### src/rtl/dmem_arb_pkg.sv
// ---------------------------------------------------------------------------
// dmem_arb_pkg
// Shared types and constants for the data-memory arbiter.
//   arb_state_t : owner of the memory port in the previous cycle
//                 (IDLE, CPU, EXT, EXT_LOCK)
//   port_id_t   : requester identity, used for round-robin bookkeeping
//   DMEM_ARB_AW / DMEM_ARB_DW : default word-address and data widths
//   next_owner  : maps this cycle's grants to the next FSM state
// ---------------------------------------------------------------------------
package dmem_arb_pkg;

   localparam int DMEM_ARB_AW = 6;
   localparam int DMEM_ARB_DW = 32;

   typedef enum logic [1:0] {
      IDLE     = 2'd0,
      CPU      = 2'd1,
      EXT      = 2'd2,
      EXT_LOCK = 2'd3
   } arb_state_t;

   typedef enum logic {
      PORT_CPU = 1'b0,
      PORT_EXT = 1'b1
   } port_id_t;

   // The state remembers who owned the port last cycle, and whether the
   // external owner asked to keep it.
   function automatic arb_state_t next_owner(input logic cpu_gnt,
                                             input logic ext_gnt,
                                             input logic ext_lock);
      arb_state_t nxt;
      nxt = IDLE;
      if (ext_gnt) begin
         nxt = ext_lock ? EXT_LOCK : EXT;
      end else if (cpu_gnt) begin
         nxt = CPU;
      end
      return nxt;
   endfunction

endpackage

### src/rtl/dmem_arb_resp.sv
// ---------------------------------------------------------------------------
// dmem_arb_resp
// Per-port read response register. A read granted in one cycle returns its
// data one cycle later with rvalid high; rdata holds its last value otherwise.
// Ports:
//   clk     : clock, rising edge
//   rst     : asynchronous active-low reset (clears rvalid and rdata)
//   capture : a read for this port is granted this cycle
//   mem_rd  : combinational read data from the memory
//   rvalid  : read response valid (one cycle after the grant)
//   rdata   : registered read data
// ---------------------------------------------------------------------------
module dmem_arb_resp #(
   parameter int DW = 32
) (
   input  logic          clk,
   input  logic          rst,
   input  logic          capture,
   input  logic [DW-1:0] mem_rd,
   output logic          rvalid,
   output logic [DW-1:0] rdata
);

   // Because the reset is asynchronous, a read granted in the cycle where
   // reset asserts is simply lost: the flops are held clear at the edge.
   always_ff @(posedge clk or negedge rst) begin
      if (!rst) begin
         rvalid <= 1'b0;
         rdata  <= '0;
      end else begin
         rvalid <= capture;
         if (capture) begin
            rdata <= mem_rd;
         end
      end
   end

endmodule

### src/rtl/dmem_arbiter.sv
// ---------------------------------------------------------------------------
// dmem_arbiter
// Arbitrates a single-port data memory between the CPU data side and an
// external (loader/debug) master. Grants are combinational; read data comes
// back one cycle after the grant. The external master may lock the port, but
// a waiting CPU is let in after BURST_MAX consecutive locked grants.
//
// Optional feature: define DMEM_ARB_RR_EN for round-robin tie-breaking
// outside a lock; otherwise the CPU always wins ties.
//
// Parameters:
//   AW        : data-memory word-address width
//   DW        : data width
//   BURST_MAX : locked external grants allowed while the CPU waits (1..15)
// Ports:
//   clk, rst                       : clock and async active-low reset
//   cpu_req/we/addr/wdata          : CPU access request
//   cpu_gnt, cpu_rvalid, cpu_rdata : CPU grant and read response
//   ext_req/we/addr/wdata/lock     : external access request, lock hint
//   ext_gnt, ext_rvalid, ext_rdata : external grant and read response
//   mem_we, mem_a, mem_wd, mem_rd  : memory port (mem_rd combinational)
// ---------------------------------------------------------------------------
module dmem_arbiter
   import dmem_arb_pkg::*;
#(
   parameter int AW        = DMEM_ARB_AW,
   parameter int DW        = DMEM_ARB_DW,
   parameter int BURST_MAX = 4
) (
   input  logic          clk,
   input  logic          rst,

   input  logic          cpu_req,
   input  logic          cpu_we,
   input  logic [AW-1:0] cpu_addr,
   input  logic [DW-1:0] cpu_wdata,
   output logic          cpu_gnt,
   output logic          cpu_rvalid,
   output logic [DW-1:0] cpu_rdata,

   input  logic          ext_req,
   input  logic          ext_we,
   input  logic [AW-1:0] ext_addr,
   input  logic [DW-1:0] ext_wdata,
   input  logic          ext_lock,
   output logic          ext_gnt,
   output logic          ext_rvalid,
   output logic [DW-1:0] ext_rdata,

   output logic          mem_we,
   output logic [AW-1:0] mem_a,
   output logic [DW-1:0] mem_wd,
   input  logic [DW-1:0] mem_rd
);

   // Four bits cover the whole legal BURST_MAX range.
   localparam int            CW          = 4;
   localparam logic [CW-1:0] BURST_LIMIT = CW'(BURST_MAX);

   arb_state_t    state;
   logic [CW-1:0] burst_cnt;
   logic          lock_hold;
   logic          cap_hit;
   logic          tie_ext;

`ifdef DMEM_ARB_RR_EN
   port_id_t      last_winner;

   // Round-robin: on a tie the port that did not win last time goes first.
   always_comb begin
      tie_ext = (last_winner == PORT_CPU);
   end
`else
   // Fixed priority: the CPU wins every tie outside a lock.
   always_comb begin
      tie_ext = 1'b0;
   end
`endif

   // Grant decision. A single requester always gets the port. With both
   // requesting, a held lock keeps the external master in until the burst
   // cap is reached, at which point the CPU is forced in; otherwise the
   // tie-break decides.
   always_comb begin
      cpu_gnt   = 1'b0;
      ext_gnt   = 1'b0;
      cap_hit   = (burst_cnt >= BURST_LIMIT);
      lock_hold = (state == EXT_LOCK) && ext_lock && !cap_hit;
      case ({cpu_req, ext_req})
         2'b10: cpu_gnt = 1'b1;
         2'b01: ext_gnt = 1'b1;
         2'b11: begin
            if (lock_hold) begin
               ext_gnt = 1'b1;
            end else if (cap_hit) begin
               cpu_gnt = 1'b1;
            end else if (tie_ext) begin
               ext_gnt = 1'b1;
            end else begin
               cpu_gnt = 1'b1;
            end
         end
         default: begin
            cpu_gnt = 1'b0;
            ext_gnt = 1'b0;
         end
      endcase
   end

   // Memory port mux. An idle port drives zeros, and writes are suppressed
   // while reset is asserted even though grants still follow the requests.
   always_comb begin
      mem_we = 1'b0;
      mem_a  = '0;
      mem_wd = '0;
      if (cpu_gnt) begin
         mem_we = cpu_we & rst;
         mem_a  = cpu_addr;
         mem_wd = cpu_wdata;
      end else if (ext_gnt) begin
         mem_we = ext_we & rst;
         mem_a  = ext_addr;
         mem_wd = ext_wdata;
      end
   end

   // Owner FSM and burst counter. The counter only advances on locked
   // external grants that keep a requesting CPU waiting, saturates at the
   // cap, and clears as soon as the CPU gets in or the lock is released.
   // Reset drops any lock so arbitration restarts from IDLE.
   always_ff @(posedge clk or negedge rst) begin
      if (!rst) begin
         state     <= IDLE;
         burst_cnt <= '0;
`ifdef DMEM_ARB_RR_EN
         last_winner <= PORT_EXT;
`endif
      end else begin
         state <= next_owner(cpu_gnt, ext_gnt, ext_lock);
         if (cpu_gnt || !ext_lock) begin
            burst_cnt <= '0;
         end else if (ext_gnt && cpu_req && (burst_cnt < BURST_LIMIT)) begin
            burst_cnt <= burst_cnt + CW'(1);
         end
`ifdef DMEM_ARB_RR_EN
         if (cpu_req && ext_req && (cpu_gnt || ext_gnt)) begin
            last_winner <= cpu_gnt ? PORT_CPU : PORT_EXT;
         end
`endif
      end
   end

   // One response register per port; each captures only its own reads.
   dmem_arb_resp #(
      .DW (DW)
   ) u_cpu_resp (
      .clk     (clk),
      .rst     (rst),
      .capture (cpu_gnt & ~cpu_we),
      .mem_rd  (mem_rd),
      .rvalid  (cpu_rvalid),
      .rdata   (cpu_rdata)
   );

   dmem_arb_resp #(
      .DW (DW)
   ) u_ext_resp (
      .clk     (clk),
      .rst     (rst),
      .capture (ext_gnt & ~ext_we),
      .mem_rd  (mem_rd),
      .rvalid  (ext_rvalid),
      .rdata   (ext_rdata)
   );

endmodule

### config.mk
export PLATFORM = sky130hd
export DESIGN_NAME = dmem_arbiter
export DESIGN_NICKNAME = d
export VERILOG_FILES = /design/src/rtl/dmem_arb_pkg.sv /design/src/rtl/dmem_arb_resp.sv /design/src/rtl/dmem_arbiter.sv
export SDC_FILE = /design/constraint.sdc
export NUM_CORES = 1
export LEC_CHECK = 0
export CAP_MARGIN = 15
export CORE_ASPECT_RATIO = 0.6
export CORE_MARGIN = 2
export CORE_UTILIZATION = 35
export CTS_BUF_LIST = sky130_fd_sc_hd__clkbuf_16
export CTS_CLUSTER_SIZE = 28
export DETAILED_ROUTE_END_ITERATION = 6
export GPL_ROUTABILITY_DRIVEN = 0
export GPL_TIMING_DRIVEN = 0
export PLACE_DENSITY = 0.77
export SKIP_LAST_GASP = 1
export SLEW_MARGIN = 20
export SYNTH_ARGS = -nofsm -noshare
export SYNTH_HDL_FRONTEND = slang
export SYNTH_SLANG_ARGS = --single-unit
### constraint.sdc
create_clock -name clk -period 1.5 [get_ports clk]
set_input_delay 0.225 -clock clk [delete_from_list [all_inputs] [get_ports clk]]
set_output_delay 0.225 -clock clk [all_outputs]
set_load 0.01 [all_outputs]
==> flow_metrics.env, run 1 <==
export IMPL_outcome="complete, but fails checks"
export IMPL_failed_checks="hold timing, setup timing"
export IMPL_post_route_util_pct=65.80
export IMPL_ys_warnings_count=0
export IMPL_clock_path_buffers=2
export IMPL_antenna_found_initial=0
export IMPL_placed_cell_area_um2=6432
export IMPL_path_clk_slew_ns=0.06
export IMPL_drt_pre_antenna_iters=5
export IMPL_drive_gt1_share_pct=28.53
export IMPL_syn_area_um2=4024
export IMPL_relSlewSlack_pct=55.56
export IMPL_syn_area_per_cell_um2=10.90
export IMPL_numClockSinks=72
export IMPL_diodes=0
export IMPL_critPathMaxStageDelay_ns=0.38
export IMPL_die_h_um=87.06
export IMPL_crit_slowest_cell="dfrtp_1"
export IMPL_critical_path_class="flop to output port"
export IMPL_clk_latency_ns=0.34
export IMPL_root_buffer="clkbuf_16"
export IMPL_max_freq_mhz=480.7
export IMPL_syn_num_nets=485
export IMPL_core_um2=11260
export IMPL_yosys_top_cells_area="dfrtp_1, mux2_4, a22o_1, nand3_1, a22oi_1"
export IMPL_crit_required_ns=1.27
export IMPL_final_nets=750
export IMPL_endpoint_kind="output port"
export IMPL_yosysTopAreaCell="dfrtp_1"
export IMPL_power_density_nw_per_um2=945.6
export IMPL_hp_class="primary input to asynchronous set/reset pin"
export IMPL_grt_pass1_wl_mm=23.87
export IMPL_dpl_hpwl_mm=10.66
export IMPL_place_ws_ns=-1.144
export IMPL_port_buffers=220
export IMPL_worst_setup_path_start_kind="flop"
export IMPL_wirelength_mm=16.18
export IMPL_netlist_top_cells_count="dfrtp_1, nand3_1, a22o_1, nor2b_1"
export IMPL_p_leak_nw=3.283
export IMPL_ys_seq_area_share_pct=44.78
export IMPL_critPathTopFamily="buffers and inverters"
export IMPL_grt_overflow_total=0
export IMPL_crit_chain="and4bb_1 -> buf_6 -> a21boi_4 -> buf_12 -> clkbuf_16 -> a22o_1 -> buf_2"
export IMPL_fill_cells=873
export IMPL_cts_tree="done"
export IMPL_synth_top_area_share_pct=44.78
export IMPL_numCtsBuffers=9
export IMPL_yosysMostFrequentCell="dfrtp_1"
export IMPL_layout_min_cycle_time_ns=2.080
export IMPL_final_cell_area_um2=7410
export IMPL_ant_nets=0
export IMPL_areaGrowthSynthToFinish_pct=84.14
export IMPL_drt_iter0_markers=301
export IMPL_whs_ns=-0.1466
export IMPL_finClkSkew_ns=0.007108
export IMPL_remaining_drc_errors=0
export IMPL_tightest_slew_ns=0.6667
export IMPL_final_setup_viol_count=106
export IMPL_grt_setup_unrepaired="yes"
export IMPL_finalCritPeriodShare_pct=138.7
export IMPL_viasPerCell=5.590
export IMPL_die_w_um=142.4
export IMPL_ir_worst_vdd_uv=582.7
export IMPL_slew_violations=0
export IMPL_maxCapViolCount=0
export IMPL_worst_ep_arrival_time_ns=1.86
export IMPL_ys_async_sr_fraction_pct=100.0
export IMPL_ys_ff_latch=72
export IMPL_p_total_mw=7.007
export IMPL_initial_utilization_pct=35.73
export IMPL_grt_util_all_layers_pct=24.75
export IMPL_cts_max_level=3
export IMPL_grt_pass1_vias=4409
export IMPL_hold_viol=35
export IMPL_syn_inst=369
export IMPL_vias=4371
export IMPL_dieArea_um2=12400
export IMPL_crit_buf_inv=4
export IMPL_synth_cell_types=29
export IMPL_ys_flop_type="dfrtp_1"
export IMPL_synth_edff_count=0
export IMPL_path_max_fanout=5
export IMPL_setup_ws_ns=-0.5805
export IMPL_rows=30
export IMPL_ios=222
export IMPL_wl_per_cell_um=20.70
export IMPL_grt_start_max_net_pins=39
## what timing repair did
action / 4_1_cts / 5_1_grt
buffers inserted: 26 / 7
endpoints found under the setup margin: 122 / 136
hold endpoints to repair: 35 / 35
pin swaps: 32 / 33
resized for setup: 253 / 76
cloned: 8 / 4
## routing by layer
layer	global-route usage, %	part of all wire (%)
met5	0	0
met4	5.131	1.1
met3	6.212	6.9
met2	39.83	48
met1	34.17	44
## per-stage QoR
stage	TNS [ns]	hold slack, ns	std cells
floorplan	-1.473	-0.07059	369
global placement	-248.91	0.4933	733
detailed placement	-82.74	0.2384	734
CTS	-30.36	-0.1233	781
global route	-40.01	-0.1087	782
finish	-34.85	-0.1466	782
## registers in the layout (all words and copies together), names as in the netlist
signal             flops
u_cpu_resp.rdata      32
u_ext_resp.rdata      32
burst_cnt              4
state                  2
u_cpu_resp.rvalid      1
u_ext_resp.rvalid      1
## worst register-to-register path, stage by stage, from the launching register on
cell and delay [ns]:
dfrtp_1 0.38, and4bb_1 0.21, buf_6 0.13, buf_6 0.10, buf_6 0.11, a21oi_4 0.14, buf_12 0.17, buf_6 0.12
buf_12 0.10, mux2_4 0.29
## path summary, 6_finish.rpt
kind,cells past startpoint,slack (ns),start,end
setup reg to reg,9,-0.37,state[0],u_cpu_resp.rdata[7]
setup / recovery,7,-0.58,state[0],mem_wd[9]
hold / removal,1,-0.15,rst,u_cpu_resp.rdata[20]
max in group asynchronous,2,1.05,rst,u_cpu_resp.rdata[28]
min in group clk,2,0.36,ext_lock,burst_cnt[0]
hold reg to reg,1,0.51,u_cpu_resp.rdata[18],u_cpu_resp.rdata[18]
## placed cells by master, fill, tap and decap left out, types with 2 or more instances in the layout
cell type / instances
nand3_2: 25
mux2_4: 32
clkdlybuf4s50_1: 130
buf_6: 27
clkbuf_1: 13
buf_8: 5
nor2b_1: 35
buf_2: 39
buf_4: 8
buf_16: 2
clkbuf_8: 4
dlygate4sd2_1: 19
nand2b_1: 3
dlymetal6s2s_1: 29
a22o_1: 38
clkinvlp_4: 3
nand3_1: 39
clkbuf_2: 4
clkbuf_16: 13
o211ai_1: 32
buf_12: 12
a22oi_1: 32
dfrtp_1: 72
and2_1: 2
## final cells by class
type,instances,area (um2),area share (%)
repair buffers,258,2659,35.88
multi-input cells,255,2157,29.11
flip-flops and latches,72,1802,24.32
plain buffers,38,325.3,4.390
clock buffers,9,225.2,3.040
well taps,144,180.2,2.432
clock inverters,6,61.31,0.8274
## where the power goes
| part | internal [mW] | total [mW] | switching [mW] | leakage [nW] |
|---|---|---|---|---|
| combinational | 1.43 | 2.43 | 0.999 | 2.33 |
| sequential | 2.24 | 2.46 | 0.220 | 0.820 |
| clock | 1.27 | 2.12 | 0.852 | 0.131 |
| total | 4.94 | 7.01 | 2.07 | 3.28 |
## logic make-up (layout without fill, tap and decap cells)
kind of cell	after synthesis	in the layout	share of synthesized area, %
flops	72	72	44.78
simple gates	113	113	15.76
buf+inv	42	311	5.721
compound gates	109	109	21.77
mux	32	32	11.66
fa+ha+maj	1	1	0.3109
Note: power is estimated with default switching activity, not from simulation.
==> run 2, diff against run 1 <==
--- a/config.mk
+++ b/config.mk
@@ -10,13 +10,12 @@
 export CORE_MARGIN = 2
 export CORE_UTILIZATION = 35
 export CTS_BUF_LIST = sky130_fd_sc_hd__clkbuf_16
-export CTS_CLUSTER_SIZE = 28
+export CTS_CLUSTER_SIZE = 12
 export DETAILED_ROUTE_END_ITERATION = 6
 export GPL_ROUTABILITY_DRIVEN = 0
 export GPL_TIMING_DRIVEN = 0
 export PLACE_DENSITY = 0.77
 export SKIP_LAST_GASP = 1
-export SLEW_MARGIN = 20
 export SYNTH_ARGS = -nofsm -noshare
 export SYNTH_HDL_FRONTEND = slang
 export SYNTH_SLANG_ARGS = --single-unit
==> results of run 2 <==
Final layout, timing and power as in run 1 (identical DEF).
==> run 3, diff against run 2 <==
--- a/config.mk
+++ b/config.mk
@@ -5,16 +5,17 @@
 export SDC_FILE = /design/constraint.sdc
 export NUM_CORES = 1
 export LEC_CHECK = 0
+export ABC_AREA = 1
 export CAP_MARGIN = 15
 export CORE_ASPECT_RATIO = 0.6
 export CORE_MARGIN = 2
-export CORE_UTILIZATION = 35
+export CORE_UTILIZATION = 33
 export CTS_BUF_LIST = sky130_fd_sc_hd__clkbuf_16
 export CTS_CLUSTER_SIZE = 12
 export DETAILED_ROUTE_END_ITERATION = 6
 export GPL_ROUTABILITY_DRIVEN = 0
 export GPL_TIMING_DRIVEN = 0
-export PLACE_DENSITY = 0.77
+export PLACE_DENSITY = 0.76
 export SKIP_LAST_GASP = 1
 export SYNTH_ARGS = -nofsm -noshare
 export SYNTH_HDL_FRONTEND = slang
==> run 3 against run 2 <==
The flow finishes with violations (setup timing). Non-clock buffer count decreased by 29. Sequential power fell by 2%. Combinational power is 12% lower. Maximum frequency increased by 11%. Wire length shrank 19%. Critical endpoint is now mem_wd[19]. Largest power group unchanged. Highest routed layer unchanged.
==> flow_metrics.env, run 3 <==
export IMPL_ios=222
export IMPL_core_um2=10490
export IMPL_ant_nets=0
export IMPL_initial_utilization_pct=33.73
export IMPL_post_route_util_pct=65.14
export IMPL_netlist_top_cells_count="nand2_1, dfrtp_1, nand3_1, nand3_2, buf_2"
export IMPL_grt_util_all_layers_pct=21.61
export IMPL_dpl_hpwl_mm=9.118
export IMPL_top_layer="met4"
export IMPL_remaining_drc_errors=0
export IMPL_ir_worst_vdd_uv=625.7
export IMPL_failed_checks="setup timing"
export IMPL_synth_edff_count=0
export IMPL_yosys_top_cells_area="dfrtp_1, nand2_1, nand3_1, nand3_2, buf_2"
export IMPL_wl_met1_mm=5.339
export IMPL_antenna_found_initial=0
export IMPL_fin_tns_setup_ns=-14.33
export IMPL_final_cell_area_um2=6830
export IMPL_syn_num_nets=557
export IMPL_worst_setup_path_start_kind="flop"
export IMPL_synth_cell_types=21
export IMPL_grt_pass1_vias=3848
export IMPL_cts_max_level=3
export IMPL_drive_gt1_share_pct=25.39
export IMPL_p_leak_nw=3.605
export IMPL_syn_area_um2=3537
export IMPL_final_setup_viol_count=69
export IMPL_final_common_cell="nand2_1"
export IMPL_hold_viol=0
export IMPL_p_clk_share_pct=30.0
export IMPL_ys_ff_latch=72
export IMPL_drt_pre_antenna_iters=4
export IMPL_grt_setup_unrepaired="yes"
export IMPL_ys_flop_type="dfrtp_1"
export IMPL_wl_met2_mm=6.524
export IMPL_setup_ws_ns=-0.3688
export IMPL_placed_cell_area_um2=5921
export IMPL_ys_seq_area_share_pct=50.94
export IMPL_slew_violations=0
export IMPL_critical_path_class="flop to output port"
export IMPL_yosysMostFrequentCell="nand2_1"
export IMPL_wirelength_mm=13.08
export IMPL_worst_ep_arrival_time_ns=1.64
export IMPL_cts_hold_buffers=0
export IMPL_tightest_slew_ns=0.9238
export IMPL_pwr_share_seq_pct=37.0
export IMPL_switching_share_pct=30.01
export IMPL_fill_cells=853
export IMPL_diodes=0
export IMPL_rows=29
export IMPL_finalCritPeriodShare_pct=124.6
export IMPL_hp_class="primary input to asynchronous set/reset pin"
export IMPL_final_nets=808
export IMPL_finClkSkew_ns=0.004610
export IMPL_grt_start_max_net_pins=75
export IMPL_internal_power_mw=4.552
export IMPL_vias=3879
export IMPL_maxCapViolCount=0
export IMPL_path_clk_slew_ns=0.06
export IMPL_power_switching_mw=1.952
export IMPL_port_buffers=221
export IMPL_yosysTopAreaCell="dfrtp_1"
export IMPL_relSlewSlack_pct=38.41
export IMPL_die_h_um=84.20
export IMPL_synth_top_area_share_pct=50.94
export IMPL_max_freq_mhz=535.1
export IMPL_endpoint_kind="output port"
export IMPL_areaGrowthSynthToFinish_pct=93.10
export IMPL_wl_met3_mm=1.053
export IMPL_grt_pass1_wl_mm=19.41
export IMPL_mostFrequentLayoutCells="nand2_1, clkdlybuf4s50_1, dfrtp_1, nand3_1, nand2_2"
export IMPL_whs_ns=0.03057
export IMPL_ys_warnings_count=0
export IMPL_numClockSinks=72
export IMPL_path_max_fanout=7
export IMPL_root_buffer="clkbuf_16"
export IMPL_syn_inst=441
export IMPL_drt_iter0_markers=200
export IMPL_die_w_um=137.7
export IMPL_wl_per_cell_um=15.64
export IMPL_crit_required_ns=1.27
export IMPL_outcome="complete, but fails checks"
export IMPL_power_density_nw_per_um2=952.2
export IMPL_ys_async_sr_fraction_pct=100.0
export IMPL_power_frac_comb_pct=33.0
export IMPL_dieArea_um2=11590
export IMPL_numCtsBuffers=9
export IMPL_clock_path_buffers=2
export IMPL_viasPerCell=4.640
export IMPL_cts_tree="done"
export IMPL_syn_area_per_cell_um2=8.021
export IMPL_grt_overflow_total=0
export IMPL_clk_latency_ns=0.33
export IMPL_top_regs="u_cpu_resp.rdata (32), u_ext_resp.rdata (32), burst_cnt (4)"
export IMPL_layout_min_cycle_time_ns=1.869
==> run 3: changes by cell type in the layout (fill, tap and decap cells not counted), sizes merged, moves of 8 or more <==
| cell | before | now |
|---|---|---|
| nand2 | 2 | 256 |
| a22o | 38 | 0 |
| o211ai | 32 | 0 |
| a22oi | 32 | 0 |
| dlymetal6s2s | 29 | 21 |
| clkbuf | 34 | 23 |
| mux2 | 32 | 0 |
| nor2b | 35 | 0 |
| inv | 0 | 9 |
| dlygate4sd2 | 19 | 6 |
| buf | 93 | 74 |
| clkdlybuf4s50 | 130 | 152 |
==> run 3: worst max-delay path, cell delays in order, from the launching register on <==
cell	delay, ns
dfrtp_1	0.42
nor2_4	0.17
nand3_4	0.10
nand2_4	0.09
buf_12	0.14
clkbuf_16	0.14
nand2_1	0.05
nand2_1	0.06
buf_2	0.13
==> run 3: worst paths after layout <==
kind                                     start              endpoint  slack [ns]  cells past startpoint
setup / recovery                  burst_cnt[2]            mem_wd[19]       -0.37                      8
hold / removal                             rst   u_ext_resp.rdata[1]        0.03                      1
setup reg to reg                  burst_cnt[2]  u_ext_resp.rdata[30]       -0.07                      9
hold reg to reg            u_ext_resp.rdata[7]   u_ext_resp.rdata[7]        0.47                      2
max in group asynchronous                  rst  u_ext_resp.rdata[12]        0.87                      1
min in group clk                      ext_lock              state[0]        0.30                      3
==> run 3: final cells by class <==
class | instances | area, um2 | share of cell area, %
Timing Repair Buffer | 240 | 2534 | 37.09
Sequential cell | 72 | 1802 | 26.38
Multi-Input combinational cell | 334 | 1717 | 25.13
Buffer | 27 | 299.0 | 4.378
Clock buffer | 9 | 225.2 | 3.297
Tap cell | 139 | 173.9 | 2.546
Clock inverter | 7 | 50.05 | 0.7327
Inverter | 8 | 30.03 | 0.4396
==> run 3: power groups by stage <==
| stage | Combinational (mW) | Sequential [mW] | Clock (mW) |
|---|---|---|---|
| 6_report | 2.15 | 2.40 | 1.95 |
| 5_1_grt | 2.32 | 2.44 | 2.10 |
| 4_1_cts | 1.97 | 2.41 | 1.99 |
| 3_5_place_dp | 1.98 | 2.43 | 0 |
| 3_3_place_gp | 1.95 | 2.42 | 0 |
| 2_1_floorplan | 0.547 | 2.55 | 0 |
==> run 3: what timing repair did <==
action                                  in CTS  in global routing
cloned                                       0                 10
pin swaps                                    5                 48
endpoints found under the setup margin      45                112
buffers inserted                             7                  2
resized for setup                          169                145
==> run 3: per-stage QoR <==
| stage | worst slack, ns | instances | total power, mW |
|---|---|---|---|
| 2_1_floorplan | 0.1113 | 441 | 3.099 |
| 3_3_place_gp | -2.676 | 801 | 4.366 |
| 3_5_place_dp | -0.9132 | 801 | 4.409 |
| 4_1_cts | -0.4004 | 824 | 6.368 |
| 5_1_grt | -0.4185 | 836 | 6.850 |
| 6_report | -0.3688 | 836 | 6.504 |
==> run 3: cells by family after synthesis <==
| family | synth area share, % |
|---|---|
| adder cells (fa/ha/maj) | 0.3537 |
| AO/OA/AOI/OAI | 0.5660 |
| XOR/XNOR | 0.2477 |
| flip-flops | 50.94 |
| buffers and inverters | 6.615 |
| AND/OR/NAND/NOR | 41.28 |
==> run 3: metal layers <==
layer / up-vias / global-route usage, %
met1: 1821 / 26.95
li1: 1879 / -
met5: - / 0
met2: 162 / 37.09
met4: 0 / 4.405
met3: 17 / 6.643
